### config.mk
export PLATFORM = sky130hd
export DESIGN_NAME = mem_io_arbiter_flat
export DESIGN_NICKNAME = d
export VERILOG_FILES = /design/src/rtl/mem_io_arbiter_pkg.sv /design/src/rtl/mem_io_arbiter_if.sv /design/src/rtl/mem_io_arbiter_io_addr_decode.sv /design/src/rtl/mem_io_arbiter.sv /design/src/flat_wrapper.sv
export SDC_FILE = /design/constraint.sdc
export NUM_CORES = 1
export LEC_CHECK = 0
export BUFFER_PORTS_ARGS = -buffer_cell sky130_fd_sc_hd__buf_2
export CAP_MARGIN = 20
export CORE_AREA = 2 2 130 132
export CTS_CLUSTER_SIZE = 16
export DETAILED_ROUTE_END_ITERATION = 8
export DIE_AREA = 0 0 132 134
export GPL_TIMING_DRIVEN = 1
export PLACE_DENSITY_LB_ADDON = 0.12
export SLEW_MARGIN = 15
export SYNTH_ARGS = -nofsm -noshare
export SYNTH_HDL_FRONTEND = slang
export SYNTH_SLANG_ARGS = --single-unit
### constraint.sdc
create_clock -name clk -period 4.2 [get_ports clk]
set_input_delay 0.21 -clock clk [delete_from_list [all_inputs] [get_ports clk]]
set_output_delay 0.21 -clock clk [all_outputs]
set_load 0.05 [all_outputs]
### src/rtl/mem_io_arbiter_pkg.sv
`default_nettype none
// ============================================================================
// Package     : mem_io_pkg
// Description : Shared types and address map for the data-memory / MMIO
//               arbiter and the peripherals that reuse its address decoder.
// Revision    : 1.0 - initial release
// ============================================================================
package mem_io_pkg;

  localparam logic [31:0] c_io_base  = 32'hFFFF_FC00;
  localparam logic [31:0] c_sw_addr  = 32'hFFFF_FC60;
  localparam logic [31:0] c_led_addr = 32'hFFFF_FC62;

  typedef enum logic [1:0] {
    S_IDLE    = 2'd0,
    S_RD_WAIT = 2'd1,
    S_RESP    = 2'd2,
    S_UPG     = 2'd3
  } state_t;

  typedef enum logic [1:0] {
    MEM = 2'd0,
    SW  = 2'd1,
    LED = 2'd2,
    BAD = 2'd3
  } addr_class_t;

  // Loader word counter sticks at all-ones instead of wrapping.
  function automatic logic [15:0] sat_inc16(input logic [15:0] v);
    return (v == 16'hFFFF) ? v : v + 16'd1;
  endfunction

endpackage
`default_nettype wire

### src/rtl/mem_io_arbiter_if.sv
`default_nettype none
// ============================================================================
// Interface   : mem_io_arbiter_if
// Description : CPU, program-loader, data-memory and switch/LED signals seen
//               by the arbiter. slave = arbiter side, master = environment.
// Revision    : 1.0 - initial release
// ============================================================================
interface mem_io_arbiter_if #(
  parameter int DATA_W = 32
);
  logic              upg_mode;
  logic              cpu_req;
  logic              cpu_we;
  logic [DATA_W-1:0] cpu_addr;
  logic [DATA_W-1:0] cpu_wdata;
  logic [DATA_W-1:0] cpu_rdata;
  logic              cpu_ready;
  logic              upg_req;
  logic [DATA_W-1:0] upg_addr;
  logic [DATA_W-1:0] upg_wdata;
  logic              upg_ready;
  logic              mem_en;
  logic              mem_we;
  logic [DATA_W-1:0] mem_addr;
  logic [DATA_W-1:0] mem_wdata;
  logic [DATA_W-1:0] mem_rdata;
  logic [15:0]       sw_data;
  logic              sw_cs;
  logic              led_cs;
  logic [DATA_W-1:0] io_wdata;
  logic              owner;
  logic [15:0]       upg_words;
  logic              io_err;

  modport slave (
    input  upg_mode, cpu_req, cpu_we, cpu_addr, cpu_wdata,
    input  upg_req, upg_addr, upg_wdata, mem_rdata, sw_data,
    output cpu_rdata, cpu_ready, upg_ready, mem_en, mem_we, mem_addr,
    output mem_wdata, sw_cs, led_cs, io_wdata, owner, upg_words, io_err
  );

  modport master (
    output upg_mode, cpu_req, cpu_we, cpu_addr, cpu_wdata,
    output upg_req, upg_addr, upg_wdata, mem_rdata, sw_data,
    input  cpu_rdata, cpu_ready, upg_ready, mem_en, mem_we, mem_addr,
    input  mem_wdata, sw_cs, led_cs, io_wdata, owner, upg_words, io_err
  );
endinterface
`default_nettype wire

### src/rtl/mem_io_arbiter_io_addr_decode.sv
`default_nettype none
// ============================================================================
// Module      : io_addr_decode
// Description : Combinational address classifier: plain memory, switch
//               register, LED register, or unmapped MMIO.
// Revision    : 1.0 - initial release
// ============================================================================
module io_addr_decode
  import mem_io_pkg::*;
#(
  parameter int                DATA_W   = 32,
  parameter logic [DATA_W-1:0] IO_BASE  = c_io_base,
  parameter logic [DATA_W-1:0] SW_ADDR  = c_sw_addr,
  parameter logic [DATA_W-1:0] LED_ADDR = c_led_addr
) (
  input  logic [DATA_W-1:0] i_addr,
  output addr_class_t       o_class
);

  // Everything below IO_BASE is memory; inside the MMIO window only the two
  // peripheral registers are mapped.
  always_comb begin
    o_class = BAD;
    if (i_addr < IO_BASE) begin
      o_class = MEM;
    end else if (i_addr == SW_ADDR) begin
      o_class = SW;
    end else if (i_addr == LED_ADDR) begin
      o_class = LED;
    end
  end

endmodule
`default_nettype wire

### src/rtl/mem_io_arbiter.sv
`default_nettype none
// ============================================================================
// Module      : mem_io_arbiter
// Description : Sequences CPU loads/stores to data memory and MMIO, and hands
//               the memory port to the UART program loader while upg_mode is
//               high. The CPU is stalled (no cpu_ready) during loader sessions.
// Revision    : 1.0 - initial release
// ============================================================================
module mem_io_arbiter
  import mem_io_pkg::*;
#(
  parameter int                DATA_W   = 32,
  parameter logic [DATA_W-1:0] IO_BASE  = c_io_base,
  parameter logic [DATA_W-1:0] SW_ADDR  = c_sw_addr,
  parameter logic [DATA_W-1:0] LED_ADDR = c_led_addr,
  parameter int                RD_LAT   = 1
) (
  input  logic             clk,
  input  logic             rst_n,
  mem_io_arbiter_if.slave  bus
);

  localparam logic [1:0] c_rd_lat = 2'(RD_LAT);

  state_t            r_state;
  state_t            w_state_nxt;
  logic [1:0]        r_rd_cnt;
  logic [DATA_W-1:0] r_cpu_rdata;
  logic              r_upg_pend;
  logic [15:0]       r_upg_words;
  logic              r_io_err;

  addr_class_t       w_cpu_cls;
  addr_class_t       w_upg_cls;

  logic              w_mem_en;
  logic              w_mem_we;
  logic [DATA_W-1:0] w_mem_addr;
  logic [DATA_W-1:0] w_mem_wdata;
  logic              w_sw_cs;
  logic              w_led_cs;
  logic [DATA_W-1:0] w_io_wdata;
  logic              w_cpu_ready;
  logic              w_upg_ready;
  logic              w_lat_load;
  logic              w_cap_sw;
  logic              w_cap_mem;
  logic              w_cap_zero;
  logic              w_upg_issue;
  logic              w_upg_enter;
  logic              w_set_err;

  io_addr_decode #(
    .DATA_W   (DATA_W),
    .IO_BASE  (IO_BASE),
    .SW_ADDR  (SW_ADDR),
    .LED_ADDR (LED_ADDR)
  ) u_cpu_dec (
    .i_addr  (bus.cpu_addr),
    .o_class (w_cpu_cls)
  );

  io_addr_decode #(
    .DATA_W   (DATA_W),
    .IO_BASE  (IO_BASE),
    .SW_ADDR  (SW_ADDR),
    .LED_ADDR (LED_ADDR)
  ) u_upg_dec (
    .i_addr  (bus.upg_addr),
    .o_class (w_upg_cls)
  );

  // State register.
  always_ff @(posedge clk) begin
    if (!rst_n) begin
      r_state <= S_IDLE;
    end else begin
      r_state <= w_state_nxt;
    end
  end

  // Next state and issue-cycle strobes; memory/IO strobes exist only in the
  // cycle an access is issued.
  always_comb begin
    w_state_nxt = r_state;
    w_mem_en    = 1'b0;
    w_mem_we    = 1'b0;
    w_mem_addr  = '0;
    w_mem_wdata = '0;
    w_sw_cs     = 1'b0;
    w_led_cs    = 1'b0;
    w_io_wdata  = '0;
    w_cpu_ready = 1'b0;
    w_upg_ready = 1'b0;
    w_lat_load  = 1'b0;
    w_cap_sw    = 1'b0;
    w_cap_mem   = 1'b0;
    w_cap_zero  = 1'b0;
    w_upg_issue = 1'b0;
    w_upg_enter = 1'b0;
    w_set_err   = 1'b0;
    case (r_state)
      S_IDLE: begin
        if (bus.upg_mode) begin
          // Loader wins a tie with a CPU request; the CPU simply waits.
          w_upg_enter = 1'b1;
          w_state_nxt = S_UPG;
        end else if (bus.cpu_req) begin
          w_state_nxt = S_RESP;
          if (w_cpu_cls == MEM) begin
            w_mem_en   = 1'b1;
            w_mem_we   = bus.cpu_we;
            w_mem_addr = bus.cpu_addr;
            if (bus.cpu_we) begin
              w_mem_wdata = bus.cpu_wdata;
            end else begin
              w_lat_load  = 1'b1;
              w_state_nxt = S_RD_WAIT;
            end
          end else if (w_cpu_cls == SW && !bus.cpu_we) begin
            w_sw_cs  = 1'b1;
            w_cap_sw = 1'b1;
          end else if (w_cpu_cls == LED && bus.cpu_we) begin
            w_led_cs   = 1'b1;
            w_io_wdata = bus.cpu_wdata;
          end else begin
            // Unmapped register or wrong direction (store to switches,
            // load from LEDs): complete with zero data and flag it.
            w_cap_zero = 1'b1;
            w_set_err  = 1'b1;
          end
        end
      end
      S_RD_WAIT: begin
        if (r_rd_cnt == 2'd1) begin
          w_cap_mem   = 1'b1;
          w_state_nxt = S_RESP;
        end
      end
      S_RESP: begin
        w_cpu_ready = 1'b1;
        w_state_nxt = S_IDLE;
      end
      S_UPG: begin
        if (r_upg_pend) begin
          // Completion of the write issued last cycle; exit is re-evaluated
          // afterwards so a pending write always finishes.
          w_upg_ready = 1'b1;
        end else if (!bus.upg_mode) begin
          w_state_nxt = S_IDLE;
        end else if (bus.upg_req) begin
          w_upg_issue = 1'b1;
          if (w_upg_cls == MEM) begin
            w_mem_en    = 1'b1;
            w_mem_we    = 1'b1;
            w_mem_addr  = bus.upg_addr;
            w_mem_wdata = bus.upg_wdata;
          end else begin
            // The loader must never touch peripherals: drop and flag.
            w_set_err = 1'b1;
          end
        end
      end
      default: begin
        w_state_nxt = S_IDLE;
      end
    endcase
  end

  // Datapath registers: read-latency counter, load data, loader bookkeeping
  // and the sticky error flag.
  always_ff @(posedge clk) begin
    if (!rst_n) begin
      r_rd_cnt    <= 2'd0;
      r_cpu_rdata <= '0;
      r_upg_pend  <= 1'b0;
      r_upg_words <= 16'd0;
      r_io_err    <= 1'b0;
    end else begin
      if (w_lat_load) begin
        r_rd_cnt <= c_rd_lat;
      end else if (r_state == S_RD_WAIT) begin
        r_rd_cnt <= r_rd_cnt - 2'd1;
      end

      if (w_cap_sw) begin
        r_cpu_rdata <= {{(DATA_W-16){1'b0}}, bus.sw_data};
      end else if (w_cap_mem) begin
        r_cpu_rdata <= bus.mem_rdata;
      end else if (w_cap_zero) begin
        r_cpu_rdata <= '0;
      end

      if (w_upg_issue) begin
        r_upg_pend <= 1'b1;
      end else if (w_upg_ready) begin
        r_upg_pend <= 1'b0;
      end

      if (w_upg_enter) begin
        r_upg_words <= 16'd0;
      end else if (w_upg_ready) begin
        r_upg_words <= sat_inc16(r_upg_words);
      end

      if (w_set_err) begin
        r_io_err <= 1'b1;
      end
    end
  end

  assign bus.mem_en    = w_mem_en;
  assign bus.mem_we    = w_mem_we;
  assign bus.mem_addr  = w_mem_addr;
  assign bus.mem_wdata = w_mem_wdata;
  assign bus.sw_cs     = w_sw_cs;
  assign bus.led_cs    = w_led_cs;
  assign bus.io_wdata  = w_io_wdata;
  assign bus.cpu_ready = w_cpu_ready;
  assign bus.cpu_rdata = r_cpu_rdata;
  assign bus.upg_ready = w_upg_ready;
  assign bus.owner     = (r_state == S_UPG);
  assign bus.upg_words = r_upg_words;
  assign bus.io_err    = r_io_err;

endmodule
`default_nettype wire

### src/flat_wrapper.sv
// flat-port wrapper written by rule: the top's interface ports become plain ports
module mem_io_arbiter_flat import mem_io_pkg::*;
#(
  parameter int                DATA_W   = 32,
  parameter logic [DATA_W-1:0] IO_BASE  = c_io_base,
  parameter logic [DATA_W-1:0] SW_ADDR  = c_sw_addr,
  parameter logic [DATA_W-1:0] LED_ADDR = c_led_addr,
  parameter int                RD_LAT   = 1
)
  (clk, rst_n, bus_upg_mode, bus_cpu_req, bus_cpu_we, bus_cpu_addr, bus_cpu_wdata, bus_upg_req, bus_upg_addr, bus_upg_wdata, bus_mem_rdata, bus_sw_data, bus_cpu_rdata, bus_cpu_ready, bus_upg_ready, bus_mem_en, bus_mem_we, bus_mem_addr, bus_mem_wdata, bus_sw_cs, bus_led_cs, bus_io_wdata, bus_owner, bus_upg_words, bus_io_err);
  mem_io_arbiter_if #(.DATA_W(DATA_W)) bus_i ();
  input  logic clk;
  input  logic rst_n;
  input wire logic [$bits(bus_i.upg_mode)-1:0] bus_upg_mode;
  input wire logic [$bits(bus_i.cpu_req)-1:0] bus_cpu_req;
  input wire logic [$bits(bus_i.cpu_we)-1:0] bus_cpu_we;
  input wire logic [$bits(bus_i.cpu_addr)-1:0] bus_cpu_addr;
  input wire logic [$bits(bus_i.cpu_wdata)-1:0] bus_cpu_wdata;
  input wire logic [$bits(bus_i.upg_req)-1:0] bus_upg_req;
  input wire logic [$bits(bus_i.upg_addr)-1:0] bus_upg_addr;
  input wire logic [$bits(bus_i.upg_wdata)-1:0] bus_upg_wdata;
  input wire logic [$bits(bus_i.mem_rdata)-1:0] bus_mem_rdata;
  input wire logic [$bits(bus_i.sw_data)-1:0] bus_sw_data;
  output wire logic [$bits(bus_i.cpu_rdata)-1:0] bus_cpu_rdata;
  output wire logic [$bits(bus_i.cpu_ready)-1:0] bus_cpu_ready;
  output wire logic [$bits(bus_i.upg_ready)-1:0] bus_upg_ready;
  output wire logic [$bits(bus_i.mem_en)-1:0] bus_mem_en;
  output wire logic [$bits(bus_i.mem_we)-1:0] bus_mem_we;
  output wire logic [$bits(bus_i.mem_addr)-1:0] bus_mem_addr;
  output wire logic [$bits(bus_i.mem_wdata)-1:0] bus_mem_wdata;
  output wire logic [$bits(bus_i.sw_cs)-1:0] bus_sw_cs;
  output wire logic [$bits(bus_i.led_cs)-1:0] bus_led_cs;
  output wire logic [$bits(bus_i.io_wdata)-1:0] bus_io_wdata;
  output wire logic [$bits(bus_i.owner)-1:0] bus_owner;
  output wire logic [$bits(bus_i.upg_words)-1:0] bus_upg_words;
  output wire logic [$bits(bus_i.io_err)-1:0] bus_io_err;
  assign bus_i.upg_mode = bus_upg_mode;
  assign bus_i.cpu_req = bus_cpu_req;
  assign bus_i.cpu_we = bus_cpu_we;
  assign bus_i.cpu_addr = bus_cpu_addr;
  assign bus_i.cpu_wdata = bus_cpu_wdata;
  assign bus_i.upg_req = bus_upg_req;
  assign bus_i.upg_addr = bus_upg_addr;
  assign bus_i.upg_wdata = bus_upg_wdata;
  assign bus_i.mem_rdata = bus_mem_rdata;
  assign bus_i.sw_data = bus_sw_data;
  assign bus_cpu_rdata = bus_i.cpu_rdata;
  assign bus_cpu_ready = bus_i.cpu_ready;
  assign bus_upg_ready = bus_i.upg_ready;
  assign bus_mem_en = bus_i.mem_en;
  assign bus_mem_we = bus_i.mem_we;
  assign bus_mem_addr = bus_i.mem_addr;
  assign bus_mem_wdata = bus_i.mem_wdata;
  assign bus_sw_cs = bus_i.sw_cs;
  assign bus_led_cs = bus_i.led_cs;
  assign bus_io_wdata = bus_i.io_wdata;
  assign bus_owner = bus_i.owner;
  assign bus_upg_words = bus_i.upg_words;
  assign bus_io_err = bus_i.io_err;
  mem_io_arbiter #(.DATA_W(DATA_W), .IO_BASE(IO_BASE), .SW_ADDR(SW_ADDR), .LED_ADDR(LED_ADDR), .RD_LAT(RD_LAT)) u_core (.clk(clk), .rst_n(rst_n), .bus(bus_i));
endmodule
**Word-level counts from Yosys, hierarchy flattened**

Cells that the tools add are included.

- Flip-flop bits (word level): 54
- Input bits: 182
- Output and inout bits: 152
- Logic and storage cells: 138

- Add/sub/neg operators: 2
- Order comparisons: 2
- Equality and inequality tests: 15
- Muxes and demuxes: 94
- Bitwise operators: 2
- Reductions and logical operators: 15

Operator list:

| kind | count |
|---|---|
| $mux 32 | 23 |
| $eq 32x32->1 const B | 4 |
| $pmux 32 s2 | 2 |
| $lt 32x32->1 const B | 2 |
| $mux 1 | 53 |
| $mux 2 | 11 |
| $add 16x1->16 const B | 1 |
| $eq 16x16->1 const B | 1 |
| $mux 16 | 1 |
| $pmux 2 s4 | 1 |
| $eq 2x1->1 const B | 3 |
| $eq 2x2->1 const B | 3 |
| $logic_not 2->1 | 3 |
| $pmux 1 s2 | 3 |
| $reduce_bool 2->1 | 3 |
| $reduce_or 2->1 | 3 |
| $ne 2x2->1 const B | 2 |
| $reduce_and 4->1 | 1 |
| $ne 3x3->1 const B | 1 |
| $reduce_bool 3->1 | 1 |
| $logic_and 1x1->1 | 2 |
| $ne 2x1->1 const B | 1 |
| $not 1->1 | 2 |
| $reduce_and 2->1 | 1 |
| 2 further kinds | 2 |

**Longest topological paths before layout**

Gate-level depths: netlist (run 1).

- Depth after elaboration: 15
- Gate-level depth with buffers: 10
- Mapped depth without buffers: 8

**Cells and area by module**

From an unflattened synthesis (run 1), not the netlist that was laid out.

- Cell total of the unflattened synthesis: 498
- Area, all modules: 3716.1 sq um

By module, submodules not included:

| module | times used | cells an instance | area each (sq um) | sequential area each (sq um) |
|---|---|---|---|---|
| mem_io_arbiter | 1 | 470 | 3503.4 | 1081.0 |
| io_addr_decode | 2 | 14 | 106.4 | 0.0 |

**Least setup slack after synthesis (run 1)**

Ideal clock, no wire load.

- Path type: register -> output
- Start point: reg u_core.r_state[0]
- End point: out bus_mem_addr[0]
- Arrival: 2646 ps
- Data required time: 3990 ps
- Slack: 1344 ps
- Cell stages (with the launch flop): 8
- Buffers on the path: 2
- Cell sequence: dfxtp_1 -> ha_1 -> nand4b_1 -> nor2b_1 -> clkbuf_1 -> clkbuf_1 -> a22oi_1 -> nor2_1

- Longest elaborated chain between the ends: 2
- Elaborated cells between the ends (all ways): 3
- Those cells by class: 1 x eq/ne; 1 x mux; 1 x reduce/logical

Ends and longest elaborated chain:

| element | RTL line | text |
|---|---|---|
| start, declared | mem_io_arbiter.sv:25 | `state_t r_state;` |
| start signal, assigned | mem_io_arbiter.sv:78 | `r_state <= w_state_nxt;` |
| $eq 2x2->1 | - |  |
| net bus_owner | flat_wrapper.sv:34 | `output wire logic [$bits(bus_i.owner)-1:0] bus_owner;` |
| $pmux 32 s2 | mem_io_arbiter.sv:102 | `case (r_state)` |
| end, declared | flat_wrapper.sv:29 | `output wire logic [$bits(bus_i.mem_addr)-1:0] bus_mem_addr;` |

The timed path passes the listed nets, and every way through them passes these cells.

**Worst setup path in the final report (run 1)**

- Start point: reg u_core.r_state[0]
- End point: out bus_mem_wdata[6]

- Longest elaborated chain between the ends: 2
- Elaborated cells between the ends (all ways): 3
- Those cells by class: 1 x eq/ne; 1 x mux; 1 x reduce/logical

Ends and longest elaborated chain:

| element | RTL line | text |
|---|---|---|
| $eq 2x2->1 or $logic_not 2->1 (tied branches) | mem_io_arbiter.sv:102 |  |
| $pmux 32 s2 * | mem_io_arbiter.sv:102 |  |
| end, declared | flat_wrapper.sv:30 | `output wire logic [$bits(bus_i.mem_wdata)-1:0] bus_mem_wdata;` |

Every way passes the cells marked *; elsewhere a longest branch is shown, timed or not.

==> impl_metrics.tcl, run 1 <==
set metrics [dict create \
    holdWs_ps 151.8 \
    rows 47 \
    use_met3 0.05933 \
    cpPeakStageDelay_ps 350 \
    fmax_ghz 0.3388 \
    crit_buf_inv 4 \
    crit_type "reg2out" \
    clockBufferDepth 2 \
    final_area_sq_mm 0.005699 \
    maxSlewHeadroom 0.3036 \
    cts_tree "yes" \
    grt_pass1_wl_um 25140 \
    clock_skew_ps 5.239 \
    die_h_um 134 \
    grt_util_met1 0.1912 \
    area_delta_synth_final_pct 57.23 \
    peakVddDrop_uv 182.2 \
    p_sw_frac 0.4702 \
    powerDensity_mw_per_mm2 404.1 \
    cts_resized 0 \
    yosysSeqAreaShare 0.2982 \
    seq_area_sq_mm 0.001081 \
    cts_made_buffers 5 \
    end_kind "output port" \
    worst_slew_pin_slew_ps 1044 \
    drc 0 \
    p_clk_frac 0.240 \
    hp-class "in2reg" \
    p_seq_frac 0.254 \
    min_period_over_period 0.7027 \
    nNetsFinal 1009 \
    initial_core_util 0.2225 \
    cts.sink_count 54 \
    post_dp_cell_area_sq_mm 0.005485 \
    ant_nets 0 \
    leakage_nw 2.861 \
    drt_wl_total_um 16770 \
    multiInputGateArea_sq_mm 0.002374 \
    finalMaxSlewViolations 0 \
    grt_setup_unrepaired "no" \
    hold_violations 0 \
    synth_edf_count 0 \
    startpoint_type "flip-flop" \
    maxCapViolations 0 \
    post-cts-setup-buffer-count 0 \
    fillers 1808 \
    synth-warning-count 0 \
    wl_per_cell_um 16.08 \
    synth_ff_type "dfxtp_1" \
    p_int_mw 1.220 \
    drive_above_1_share 0.4385 \
    syn_inst 514 \
    antenna_found_initial 2 \
    worstPathArrival_ps 2740 \
    required_ps 3990 \
    hold_buffers 0 \
    chipWidth_um 132 \
    grt-busiest-layer "met2" \
    coreArea_sq_mm 0.01629 \
    outcome "complete, no violations" \
    viasPerCell 4.793 \
    dr.pass1.iters 6 \
    syn_area_per_cell_sq_um 7.052 \
    numPortBuffers 333 \
    synth_nets 703 \
    grt_usage 0.1747 \
    worstPathMaxFanout 34 \
    comb_power_share 0.505 \
    critPathTopFamily "buffers and inverters" \
    fin_setup_tns_ps 0 \
    cts_root_buffer "clkbuf_16" \
    place_hpwl_um 13420 \
    htreeDepth 2 \
    r2r_slack_ps 1760 \
    grt_max_degree 36 \
    synth_area_sq_mm 0.003625 \
    crit_slowest_cell "dfxtp_1" \
    fin_util 0.3499 \
    switching_power_mw 1.083 \
    grt-ovfl-total 0 \
    io_pins 334 \
    path_clk_slew_ps 70 \
    yosysUniqueCellTypes 44 \
    clock_latency_ps 290 \
    vias 4999 \
    crit_chain "inv_1 -> ha_1 -> nand2b_1 -> nor2_1 -> a21boi_2 -> buf_4 -> and2_1 -> buf_4 -> a22oi_1 -> nor2_1 -> buf_2" \
    yosys_register_bits 54 \
    grt_pass1_vias 4729 \
    finalCriticalPeriod_ps 2951 \
    ys_async_sr_fraction 0 \
    die_area_sq_mm 0.01769 \
    use_met2 0.3177 \
    finalSetupViolations 0 \
    drt_iter0_drc 253 \
    gp_congestion 0.9374 \
]
-- layer usage --
layer  up-vias  wire (um)
met5         -          0
met4         0        375
met3        24       1546
met2       241       8434
met1      2301       6417
li1       2433          -
-- kinds of logic (layout without fill, tap and decap cells) --
logic type      after synthesis  count (layout)  synth area share
other cells                   0               2                 0
mux                           1               1          0.002762
buf+inv                      48             355           0.05454
compound gates              133             133            0.2402
xor+xnor                     16              16           0.03866
simple gates                255             255            0.3414
flops                        54              54            0.2982
fa+ha+maj                     7               7           0.02416
-- synthesized netlist by cell type, types with 2 or more instances --
library cell   n  area share
nor2_1        91       0.094
a22oi_1       65        0.13
nand2_1       63       0.065
dfxtp_1       54        0.30
and2_1        35       0.060
clkbuf_1      30       0.031
nand3_1       22       0.030
o21ai_0       21       0.029
a21oi_1       19       0.026
a31oi_1       17       0.029
nand4_1       16       0.028
xor2_1        13       0.031
ha_1           7       0.024
inv_1          7      0.0073
and3_1         5      0.0086
buf_2          5      0.0069
buf_1          4      0.0041
nand4b_1       3      0.0073
o21ai_1        3      0.0041
xnor2_1        3      0.0073
a21boi_0       2      0.0041
and4_1         2      0.0048
nand2b_1       2      0.0035
nor3_2         2      0.0055
nor4_1         2      0.0035
nor4b_1        2      0.0048
o22ai_1        2      0.0035
-- final timing paths --
| kind | cells past startpoint | start | to |
|---|---|---|---|
| hold / removal | 3 | bus_mem_rdata[26] | u_core.bus.cpu_rdata[26] |
| setup reg to reg | 8 | u_core.r_state[0] | u_core.bus.cpu_rdata[14] |
| hold reg to reg | 2 | u_core.bus.cpu_rdata[29] | u_core.bus.cpu_rdata[29] |
| setup / recovery | 11 | u_core.r_state[0] | bus_mem_wdata[6] |
-- power groups by stage --
stage / Combinational [mW] / Clock [mW] / Sequential (mW)
2_1_floorplan: 0.690 / 0 / 0.701
3_3_place_gp: 1.10 / 0 / 0.595
3_5_place_dp: 1.17 / 0 / 0.596
4_1_cts: 1.17 / 0.566 / 0.585
5_1_grt: 1.24 / 0.590 / 0.593
6_report: 1.16 / 0.553 / 0.586
-- sequential cells by signal, summed over array words and instances, names as in the netlist --
signal and count:
u_core.r_rd_cnt 2, u_core.bus.upg_words 16, u_core.r_state 2, u_core.r_upg_pend 1
u_core.bus.cpu_rdata 32, u_core.bus.io_err 1
-- tightest hold or removal path, delay by kind of cell --
family / cells / cell delay (ps)
AOI/OAI and AO/OA: 1 / 50
and+or+nand+nor: 1 / 40
buffers and inverters: 1 / 100
-- cell type report --
| class | count | share of cell area |
|---|---|---|
| Antenna cell | 2 | 0.0008782 |
| Clock buffer | 6 | 0.02437 |
| Clock inverter | 2 | 0.01054 |
| Inverter | 7 | 0.004610 |
| Multi-Input combinational cell | 412 | 0.4165 |
| Sequential cell | 54 | 0.1897 |
| Tap cell | 220 | 0.04830 |
| Timing Repair Buffer | 340 | 0.3052 |
-- through the flow --
stage          cells  setup WS [ps]  power, mW
2_1_floorplan    514           1344      1.391
3_3_place_gp    1032           1577      1.696
3_5_place_dp    1033           1502      1.762
4_1_cts         1041           1238      2.318
5_1_grt         1042          976.9      2.427
6_report        1043           1249      2.303
-- placed cells by master (no fill, tap or decap), drive strengths merged, types with 7 or more instances in the layout --
master / n
and2: 35
ha: 7
nand3: 23
a31oi: 17
buf: 340
o21ai: 24
a21oi: 19
inv: 7
nand2: 63
nor2: 91
dfxtp: 54
a22oi: 65
xor2: 13
nand4: 17
Note: power is estimated with default switching activity, not from simulation.
==> inputs of run 2 (changes only) <==
--- a/config.mk
+++ b/config.mk
@@ -5,12 +5,13 @@
 export SDC_FILE = /design/constraint.sdc
 export NUM_CORES = 1
 export LEC_CHECK = 0
+export ABC_AREA = 1
 export BUFFER_PORTS_ARGS = -buffer_cell sky130_fd_sc_hd__buf_2
 export CAP_MARGIN = 20
-export CORE_AREA = 2 2 130 132
+export CORE_AREA = 2 2 131 133
 export CTS_CLUSTER_SIZE = 16
 export DETAILED_ROUTE_END_ITERATION = 8
-export DIE_AREA = 0 0 132 134
+export DIE_AREA = 0 0 133 135
 export GPL_TIMING_DRIVEN = 1
 export PLACE_DENSITY_LB_ADDON = 0.12
 export SLEW_MARGIN = 15
==> constraint.sdc (replaced) <==
create_clock -name clk -period 2.9 [get_ports clk]
set_input_delay 0.145 -clock clk [delete_from_list [all_inputs] [get_ports clk]]
set_output_delay 0.145 -clock clk [all_outputs]
set_load 0.05 [all_outputs]
==> run 2 against run 1 <==
Combinational power up 63%. Critical path type unchanged. Routed wire length increased by 13%. Setup slack got worse by 1000 ps. Sequential share of layout area decreased by 2.5 points. Worst hold slack lost 54 ps. Largest power group unchanged. Design area grew 15%. Global-route usage grew 2.5 points. Count of clock-buffer cells in the layout decreased by 1. Largest cell class unchanged.
==> impl_metrics.tcl, run 2 <==
set metrics [dict create \
    ant_nets 0 \
    finalSetupViolations 0 \
    vias 6043 \
    required_ps 2760 \
    top_layer "met5" \
    hp-class "in2reg" \
    crit_slowest_cell "nor2_4" \
    totalPowerFinal_mw 3.345 \
    clock_latency_ps 290 \
    finalCriticalPeriod_ps 2647 \
    synth_nets 1003 \
    viasPerCell 4.486 \
    maxCapViolations 0 \
    synth_most_common_cell "nand2_1" \
    grt_setup_unrepaired "no" \
    worstReg2RegEnd "u_core.bus.cpu_rdata[14]" \
    grt_max_degree 53 \
    comb_power_share 0.566 \
    grt_usage 0.1997 \
    synth-warning-count 0 \
    grt_pass1_vias 5658 \
    cts_tree "yes" \
    synth_top_area_frac 0.2387 \
    yosysTopAreaCell "dfxtp_1" \
    p_int_mw 1.635 \
    outcome "complete, no violations" \
    fillers 1842 \
    area_delta_synth_final_pct 44.86 \
    final_common_cell "buf_2" \
    finalMaxSlewViolations 0 \
    fmax_ghz 0.3777 \
    drt-met1-wl_um 8021 \
    end_kind "output port" \
    drt_wl_total_um 18900 \
    startpoint "u_core.r_state[0]" \
    drc 0 \
    leakage_nw 3.542 \
    r2r_start "u_core.r_state[0]" \
    reg2reg_depth 12 \
    largest_reg_flops 32 \
    yosysSeqAreaShare 0.2387 \
    maxSlewHeadroom 0.6266 \
    crit_chain "inv_1 -> ha_1 -> inv_1 -> nor3_4 -> buf_4 -> nand4_4 -> nor2_4 -> buf_2" \
    chipWidth_um 133 \
    startpoint_type "flip-flop" \
    cts_made_buffers 5 \
    clock_skew_ps 5.718 \
    place_hpwl_um 15080 \
    initial_core_util 0.2761 \
    r2r_slack_ps 570 \
    yosysUniqueCellTypes 35 \
    crit_top_cell "inv_1" \
    powerDensity_mw_per_mm2 509.8 \
    cts_root_buffer "clkbuf_16" \
    nNetsFinal 1315 \
    grt-ovfl-total 0 \
    ys_async_sr_fraction 0 \
    endpoint "bus_sw_cs" \
    crit_type "reg2out" \
    io_pins 334 \
    cpPeakStageDelay_ps 430 \
    min_period_over_period 0.9129 \
    peakVddDrop_uv 414.9 \
    syn_area_per_cell_sq_um 5.564 \
    mostFrequentLayoutCells "buf_2, nand2_1, inv_1" \
    die_area_sq_mm 0.01796 \
    grt_pass1_wl_um 29120 \
    worst_slew_pin_slew_ps 559.5 \
    synth_ff_type "dfxtp_1" \
    p_seq_frac 0.258 \
    cts.sink_count 54 \
    antenna_found_initial 2 \
    post-cts-setup-buffer-count 0 \
    worstPathArrival_ps 2500 \
    coreArea_sq_mm 0.01641 \
    hold_violations 0 \
    fin_setup_tns_ps 0 \
    drt_iter0_drc 283 \
    hold_buffers 0 \
    synthTopCellsByCount "nand2_1, inv_1, a21oi_1" \
    rows 47 \
    drive_above_1_share 0.3357 \
    path_clk_slew_ps 70 \
    p_clk_frac 0.176 \
    clockBufferDepth 2 \
    switching_power_mw 1.710 \
    cts_resized 0 \
    syn_inst 814 \
    htreeDepth 2 \
    gp_congestion 0.8979 \
    multiInputGateArea_sq_mm 0.002800 \
    p_sw_frac 0.5112 \
    dr.pass1.iters 5 \
    yosys_register_bits 54 \
    numPortBuffers 333 \
    worstPathMaxFanout 17 \
    fin_util 0.3999 \
    wl_per_cell_um 14.03 \
    synthTopCellsByArea "dfxtp_1, nand2_1, a21oi_1" \
    synth_edf_count 0 \
    seq_area_sq_mm 0.001081 \
    wl_met3_um 1293 \
    synth_area_sq_mm 0.004529 \
    wl_met2_um 9343 \
    die_h_um 135 \
]
-- run 2: changes by cell type in the layout (fill, tap and decap cells not counted), sizes merged, moves of 4 or more --
cell | before | now
nand4 | 17 | 24
inv | 7 | 115
a22oi | 65 | 0
xor2 | 13 | 4
nand2 | 63 | 284
o21ai | 24 | 20
and3 | 5 | 0
a21oi | 19 | 97
buf | 340 | 348
nand3 | 23 | 50
a31oi | 17 | 1
and2 | 35 | 0
-- run 2: how the worst min path moves through the flow --
stage                            startpoint  depth (start not counted)                       end
final                     bus_mem_rdata[28]                          3  u_core.bus.cpu_rdata[28]
after global routing      bus_mem_rdata[31]                          3  u_core.bus.cpu_rdata[31]
after CTS                 bus_mem_rdata[31]                          3  u_core.bus.cpu_rdata[31]
after detailed placement  bus_mem_rdata[29]                          3  u_core.bus.cpu_rdata[29]
after global placement    bus_mem_rdata[24]                          3  u_core.bus.cpu_rdata[24]
after floorplan           bus_mem_rdata[22]                          2  u_core.bus.cpu_rdata[22]
-- run 2: routing by layer --
layer	vias up	track usage
li1	3174	-
met5	-	0
met2	230	0.3644
met3	21	0.03979
met1	2616	0.2439
met4	2	0.04002
-- run 2: layout make-up --
type                    count  share of cell area
clock inverters             2            0.002288
well taps                 220             0.04195
clock buffers               5             0.01907
multi-input cells         601              0.4268
inverters                 116             0.06636
flip-flops and latches     54              0.1648
repair buffers            348              0.2784
diodes                      1           0.0003814
-- run 2: power groups by stage --
stage | registers [mW] | clock network, mW | logic [mW]
finish | 0.863 | 0.590 | 1.89
floorplan | 1.06 | 0 | 1.16
CTS | 0.865 | 0.618 | 1.90
detailed placement | 0.882 | 0 | 1.90
global placement | 0.880 | 0 | 1.90
global route | 0.874 | 0.638 | 2.06
-- run 2: cells by family (layout without fill, tap and decap cells) --
| family | Yosys count | in the layout | synth area share |
|---|---|---|---|
| XOR/XNOR | 8 | 8 | 0.01547 |
| AO/OA/AOI/OAI | 127 | 127 | 0.1461 |
| adder cells (fa/ha/maj) | 7 | 7 | 0.01934 |
| AND/OR/NAND/NOR | 459 | 459 | 0.4362 |
| other | 0 | 1 | 0 |
| flip-flops | 54 | 54 | 0.2387 |
| buffers and inverters | 159 | 471 | 0.1442 |
-- run 2: through the flow --
stage / hold slack (ps) / setup WS (ps) / cell area [sq um] / cells
finish: 97.33 / 252.6 / 6561 / 1347
floorplan: 291.6 / 138.3 / 4532 / 814
detailed placement: 405.3 / 555.1 / 6404 / 1338
global route: 96.51 / 47.16 / 6561 / 1347
CTS: 91.18 / 227.9 / 6544 / 1345
global placement: 406.0 / 559.7 / 6404 / 1338
-- run 2: critical path, delay by kind of cell (launching register included) --
kind,cells,cell delay [ps]
flip-flops,1,340
adder cells (fa/ha/maj),1,200
buffers and inverters,4,770
AND/OR/NAND/NOR,3,890
